File: src/rtl/mem_arb_pkg.sv
// Shared types for the data-memory arbiter: FSM state and read-owner tag.
package mem_arb_pkg;

    typedef enum logic {
        ARB        = 1'b0,
        HOST_BURST = 1'b1
    } arb_state_t;

    typedef enum logic {
        OWN_CORE = 1'b0,
        OWN_HOST = 1'b1
    } owner_t;

endpackage

File: src/rtl/starve_counter.sv
// Saturating up-counter: clr has priority over inc, holds at MAX and flags sat.
module starve_counter #(
    parameter int MAX = 4,
    parameter int W   = $clog2(MAX + 1)
) (
    input  logic         clk,
    input  logic         reset,
    input  logic         inc_i,
    input  logic         clr_i,
    output logic         sat_o,
    output logic [W-1:0] cnt_o
);

    localparam logic [W-1:0] MAX_V = W'(MAX);

    logic [W-1:0] cnt_q;
    logic [W-1:0] cnt_d;

    always_comb begin
        cnt_d = cnt_q;
        if (clr_i) begin
            cnt_d = '0;
        end else if (inc_i && (cnt_q != MAX_V)) begin
            cnt_d = cnt_q + 1'b1;
        end
    end

    always_ff @(posedge clk or negedge reset) begin
        if (!reset) begin
            cnt_q <= '0;
        end else begin
            cnt_q <= cnt_d;
        end
    end

    assign sat_o = (cnt_q == MAX_V);
    assign cnt_o = cnt_q;

endmodule

File: src/rtl/mem_arbiter.sv
// Single-port data memory arbiter between the core load/store path and a host loader.
// Issue path is fully combinational; reads are tagged so rdata returns to its originator.
module mem_arbiter
    import mem_arb_pkg::*;
#(
    parameter int ADDR_W     = 8,
    parameter int DATA_W     = 8,
    parameter int STARVE_MAX = 4,
    localparam int CNT_W     = $clog2(STARVE_MAX + 1)
) (
    input  logic              clk,
    input  logic              reset,
    input  logic              core_req,
    input  logic              core_we,
    input  logic [ADDR_W-1:0] core_addr,
    input  logic [DATA_W-1:0] core_wdata,
    output logic              core_stall,
    output logic [DATA_W-1:0] core_rdata,
    output logic              core_rvalid,
    input  logic              host_req,
    input  logic              host_we,
    input  logic [ADDR_W-1:0] host_addr,
    input  logic [DATA_W-1:0] host_wdata,
    input  logic              host_lock,
    output logic              host_gnt,
    output logic [DATA_W-1:0] host_rdata,
    output logic              host_rvalid,
    output logic              mem_we,
    output logic              mem_re,
    output logic [ADDR_W-1:0] mem_addr,
    output logic [DATA_W-1:0] mem_wdata,
    input  logic [DATA_W-1:0] mem_rdata,
    output logic              dbg_state,
    output logic [CNT_W-1:0]  dbg_starve_cnt
);

    arb_state_t state_q, state_d;
    owner_t     rd_tag_q;
    logic       rd_pend_q;

    logic       in_burst;
    logic       core_wins;
    logic       host_wins;
    logic       access;
    logic       win_we;
    owner_t     win_owner;
    logic       starve_sat;
    logic       starve_inc;
    logic       starve_clr;
    logic [CNT_W-1:0] starve_cnt;

    // The cycle host_lock drops is arbitrated as ARB even though state_q is still HOST_BURST.
    assign in_burst = (state_q == HOST_BURST) && host_lock;

    // All issue-path terms are qualified by reset so nothing is strobed while reset is low.
    always_comb begin
        core_wins  = reset && !in_burst && core_req && !starve_sat;
        host_wins  = reset && host_req && !core_wins;
        access     = core_wins || host_wins;
        win_owner  = host_wins ? OWN_HOST : OWN_CORE;
        win_we     = host_wins ? host_we : core_we;
        mem_addr   = host_wins ? host_addr : core_addr;
        mem_wdata  = host_wins ? host_wdata : core_wdata;
        mem_we     = access && win_we;
        mem_re     = access && !win_we;
        host_gnt   = host_wins;
        core_stall = reset && core_req && !core_wins;
    end

    assign starve_inc = host_req && !host_wins;
    assign starve_clr = host_wins || !host_req || in_burst;

    starve_counter #(
        .MAX (STARVE_MAX),
        .W   (CNT_W)
    ) u_starve (
        .clk   (clk),
        .reset (reset),
        .inc_i (starve_inc),
        .clr_i (starve_clr),
        .sat_o (starve_sat),
        .cnt_o (starve_cnt)
    );

    always_comb begin
        state_d = state_q;
        case (state_q)
            ARB: begin
                if (host_wins && host_lock) begin
                    state_d = HOST_BURST;
                end
            end
            HOST_BURST: begin
                if (!host_lock) begin
                    state_d = ARB;
                end
            end
            default: state_d = ARB;
        endcase
    end

    always_ff @(posedge clk or negedge reset) begin
        if (!reset) begin
            state_q <= ARB;
        end else begin
            state_q <= state_d;
        end
    end

    // Asynchronous clear of rd_pend drops any read that was in flight at reset.
    always_ff @(posedge clk or negedge reset) begin
        if (!reset) begin
            rd_pend_q <= 1'b0;
            rd_tag_q  <= OWN_CORE;
        end else begin
            rd_pend_q <= mem_re;
            if (mem_re) begin
                rd_tag_q <= win_owner;
            end
        end
    end

    assign core_rdata     = mem_rdata;
    assign host_rdata     = mem_rdata;
    assign core_rvalid    = rd_pend_q && (rd_tag_q == OWN_CORE);
    assign host_rvalid    = rd_pend_q && (rd_tag_q == OWN_HOST);
    assign dbg_state      = state_q;
    assign dbg_starve_cnt = starve_cnt;

endmodule

File: config.mk
export PLATFORM = sky130hd
export DESIGN_NAME = mem_arbiter
export DESIGN_NICKNAME = d
export VERILOG_FILES = /design/src/rtl/mem_arb_pkg.sv /design/src/rtl/starve_counter.sv /design/src/rtl/mem_arbiter.sv
export SDC_FILE = /design/constraint.sdc
export NUM_CORES = 1
export LEC_CHECK = 0
export ABC_AREA = 1
export CAP_MARGIN = 20
export CORE_ASPECT_RATIO = 0.8
export CORE_MARGIN = 2
export CORE_UTILIZATION = 27
export DETAILED_ROUTE_END_ITERATION = 6
export GPL_ROUTABILITY_DRIVEN = 0
export HOLD_SLACK_MARGIN = 0.1
export PLACE_DENSITY = 0.85
export SYNTH_ARGS = -nofsm -noshare
export SYNTH_HDL_FRONTEND = slang
export SYNTH_SLANG_ARGS = --single-unit
File: constraint.sdc
create_clock -name clk -period 2.1 [get_ports clk]
set_input_delay 0.21 -clock clk [delete_from_list [all_inputs] [get_ports clk]]
set_output_delay 0.21 -clock clk [all_outputs]
set_load 0.02 [all_outputs]
Yosys cells after proc, flatten, opt, wreduce, memory -nomap -nowiden --
Index checks and enable logic that the tools add are counted.
Operators by class: $add $sub $neg 1, equal/unequal tests 2, muxes and demuxes 9, bitwise gates (word level) 2, reductions and logical operators 25
Operators by type and width (count):
- $mux 8 | 2
- $logic_and 1x1->1 | 15
- $logic_not 1->1 | 6
- $mux 3 | 2
- $mux 1 | 4
- $add 3x1->3 const B | 1
- $eq 3x3->1 const B | 1
- $logic_or 1x1->1 | 3
- $ne 3x3->1 const B | 1
- $not 1->1 | 2
- $pmux 1 s2 | 1
- $reduce_bool 2->1 | 1
Storage, ports and cells: flip-flop bits (word level) 6, input port bits 47, output and inout port bits 42, logic and storage cells 43

Depth between registers and ports, before layout --
Gate-level depths: netlist (run 1).
depth after elaboration 12, depth in mapped cells 10

Modules after synthesis --
Synthesis (run 1) repeated with hierarchy kept, for this count alone.
Unflattened totals: cell total of the unflattened synthesis 122, area total of the unflattened synthesis 753.2 µm²
By module, submodules not included:
- mem_arbiter | instances 1, cells each 97, area an instance 568.0 µm²
- starve_counter | instances 1, cells each 25, area an instance 185.2 µm²

Worst setup path after synthesis (run 1) --
Ideal clock, no wire load.
kind reg2out, start point reg u_starve.cnt_q[0] (netlist: u_starve.cnt_o[0]), end point out mem_we, arrival 1.579 ns, required time 1.890 ns, slack 0.311 ns, cell stages (with the launch flop) 9, buffers on the path 1, path through dfrtp_1 -> inv_1 -> ha_1 -> nand2_2 -> nand3_2 -> nand2_2 -> buf_6 -> nand2_2 -> a21oi_1
Between the ends: longest elaborated chain between the ends 7
Ends and longest elaborated chain:
- from (decl) | RTL line starve_counter.sv:16 | logic [W-1:0] cnt_q;
- from (signal assigned) | RTL line starve_counter.sv:32 | cnt_q <= cnt_d;
- $eq 3x3->1 (*) | RTL line starve_counter.sv:36 | assign sat_o = (cnt_q == MAX_V);
- $logic_not 1->1 (*) | RTL line mem_arbiter.sv:57 | core_wins = reset && !in_burst && core_req && !starve_sat;
- $logic_and 1x1->1 (*) | RTL line mem_arbiter.sv:57
- $logic_not 1->1 | RTL line mem_arbiter.sv:58 | host_wins = reset && host_req && !core_wins;
- $logic_and 1x1->1 | RTL line mem_arbiter.sv:58
- $mux 1 / $logic_or 1x1->1 (equally long branches) | RTL line mem_arbiter.sv:61, mem_arbiter.sv:59
- $logic_and 1x1->1 (*) | RTL line mem_arbiter.sv:64 | mem_we = access && win_we;
- to (decl) | RTL line mem_arbiter.sv:28 | output logic mem_we,
Mark *: on every way between the ends. The rest lies on a longest branch, timed or not.

Worst setup path after layout (run 1) --
start point reg u_starve.cnt_q[0] (netlist: u_starve.cnt_o[0]), end point out host_gnt
Between the ends: longest elaborated chain between the ends 5
Ends and longest elaborated chain:
- $eq 3x3->1 | RTL line starve_counter.sv:36
- $logic_not 1->1 | RTL line mem_arbiter.sv:57
- $logic_and 1x1->1 | RTL line mem_arbiter.sv:57
- $logic_not 1->1 | RTL line mem_arbiter.sv:58
- $logic_and 1x1->1 | RTL line mem_arbiter.sv:58
- to (decl) | RTL line mem_arbiter.sv:25 | output logic host_gnt,
Every way passes these cells.

==> results of run 1 <==
[cells in the final DEF (no fill, tap or decap), types with 2 or more instances in the layout]
cell,instances
clkbuf_2,18
clkbuf_4,3
ha_1,2
nor2_1,3
a21oi_1,4
dlygate4sd2_1,2
inv_1,9
nand3_1,4
buf_4,9
nand2_1,58
nand2_2,2
clkdlybuf4s50_1,44
dfrtp_1,6
[registers in the layout, summed over array words and instances, names as in the netlist]
signal,cells
u_starve.cnt_o,3
dbg_state,1
rd_pend_q,1
rd_tag_q,1
[cell families (layout without fill, tap and decap cells)]
kind of cell | after synthesis | after routing | share of synthesized area
xor+xnor | 1 | 1 | 0.0128
buf+inv | 29 | 87 | 0.280
fa+ha+maj | 2 | 2 | 0.0366
simple gates | 70 | 70 | 0.415
compound gates | 5 | 5 | 0.0366
flops | 6 | 6 | 0.219
[metal layers]
layer / GRT usage / up-vias / share of wire
met3: 0.0584 / 4 / 0.083
li1: - / 439 / -
met1: 0.177 / 373 / 0.38
met2: 0.266 / 48 / 0.52
met5: 0 / - / 0
met4: 0.0741 / 0 / 0.018
[timing repair]
action / CTS / global route
buffers inserted: 0 / 0
cloned: 0 / 0
endpoints found under the setup margin: 20 / 19
endpoints found under the hold margin: 0 / 0
gates resized for setup: 21 / 38
[layout make-up]
type / count / area share
flip-flops and latches: 6 / 0.121
multi-input cells: 78 / 0.280
inverters: 10 / 0.0342
repair buffers: 74 / 0.511
clock buffers: 3 / 0.0181
well taps: 36 / 0.0362
[final timing paths]
kind	startpoint	to
setup reg to reg	u_starve.cnt_o[0]	u_starve.cnt_o[1]
setup / recovery	u_starve.cnt_o[0]	host_gnt
hold / removal	reset	dbg_state
min in group clk	mem_rdata[4]	host_rdata[4]
hold reg to reg	rd_tag_q	rd_tag_q
max in group asynchronous	reset	rd_pend_q
[stage by stage]
| stage | hold WS, ns | area [sq um] |
|---|---|---|
| finish | 0.285 | 1240 |
| detailed placement | 0.420 | 1300 |
| global placement | 0.420 | 1300 |
| CTS | 0.286 | 1300 |
| global route | 0.309 | 1240 |
| floorplan | -0.0856 | 684 |
[worst max-delay path, stage by stage, from the launching register on]
cell and delay, ns:
dfrtp_1 0.38, inv_1 0.10, ha_1 0.19, nand2_2 0.08, nand3_2 0.12, nand2_4 0.10
inv_6 0.13, dlygate4sd2_1 0.35
[report_power, final]
| part | internal (mW) | switching, mW |
|---|---|---|
| sequential | 0.128 | 0.00860 |
| clock | 0.0648 | 0.0437 |
| combinational | 0.150 | 0.144 |
==> results.toml, run 1 <==
[grt]
first_global_vias = 838
grt_usage = 0.160
grt_pass1_wl_mm = 3.55
grt_max_degree = 19
grt_overflow = 0
antenna_found_initial = 0

[power_and_ir_drop]
power.density_mw_per_mm2 = 433
power_mw = 0.539
leakage_nw = 0.676
vdd_drop_max_v = 0.000248

[clock_network]
clkSinkCount = 6
clock_path_buffers = 2
clock_latency_ns = 0.25
cts-root-buf = "clkbuf_4"
path_clk_slew_ns = 0.05
tritoncts = "done"
cts_hold_buf = 0
htreeDepth = 1
cts_buffers = 3

[finish]
final-instance-count-excl-fill = 207
area_growth_pct = 81.7
register_area_sq_um = 150
drive_gt1_frac = 0.211
n_antenna_cell = 0
final_nets = 222
fill_cells = 252
multi_input_area_sq_um = 348
fin_util = 0.513

[yosys]
yosys_warnings = 0
synth_cells = 113
synth_top_area_cell = "nand2_1"
syn_nets = 162
yosysMostFrequentCell = "nand2_1"
synth_top_cells_by_area = "nand2_1 (32%), dfrtp_1 (22%), buf_4 (18%)"
synth_seq_cells = 6
synth_cell_type_count = 15
syn-mean-instance-area_sq_um = 6.06
synth_common_cells = "nand2_1 (58), buf_4 (16), inv_1 (9)"
synth_edf_count = 0
seq_area_frac_synth = 0.219
yosysTopAreaCellShare = 0.318
ys_async_sr_fraction = 1.00
synth_ff_type = "dfrtp_1"
netlist_area_sq_um = 684

[detailed_routing]
first_pass_iters = 4
viasPerCell = 4.17
ant_nets = 0
wirelength_mm = 2.09
drc_errors = 0
drt_iter0_drc = 19
vias = 864
wl_per_cell_um = 10.1

[sta]
post-route-min-period_ns = 1.90
rsz0062_at_grt = "no"
setup_viol = 0
slew_headroom = 0.855
fmax_mhz = 526
tightest_slew_ns = 0.217
post-route-period-util = 0.906
fin_skew_ns = 0.00836
hold_violations = 0
tns_ns = 0
setup_slack_ns = 0.197
slew_viol_final = 0

[floorplan]
core_sq_mm = 0.00242
die_x_um = 60.3
placement_rows = 16
dieArea_sq_mm = 0.00296
die_y_um = 49.0
ios = 89
start_util = 0.283

[placement]
port_buffers = 64
dp.cells = 204
dp_slack_ns = -0.128
dp_hpwl_mm = 1.79

[setup_path]
reg2regPathDepth = 8
cp.required_ns = 1.89
crit_arrival_ns = 1.69
cp_max_fo = 18
rrSetupSlack_ns = 0.59
critPathLaunchType = "flop"
endpoint_kind = "output pin"
path_class = "flop to output pin"

[min_path]
hp-class = "input pin to asynchronous set/reset pin"

[status]
status = "finished clean"

[run]
maxCapViolations = 0
Power figures use the tool's default switching activity.
==> run 2, diff against run 1 <==
--- a/config.mk
+++ b/config.mk
@@ -14,6 +14,7 @@
 export GPL_ROUTABILITY_DRIVEN = 0
 export HOLD_SLACK_MARGIN = 0.1
 export PLACE_DENSITY = 0.85
+export RECOVER_POWER = 25
 export SYNTH_ARGS = -nofsm -noshare
 export SYNTH_HDL_FRONTEND = slang
 export SYNTH_SLANG_ARGS = --single-unit
==> results of run 2 <==
Final layout, timing and power as in run 1 (identical DEF).
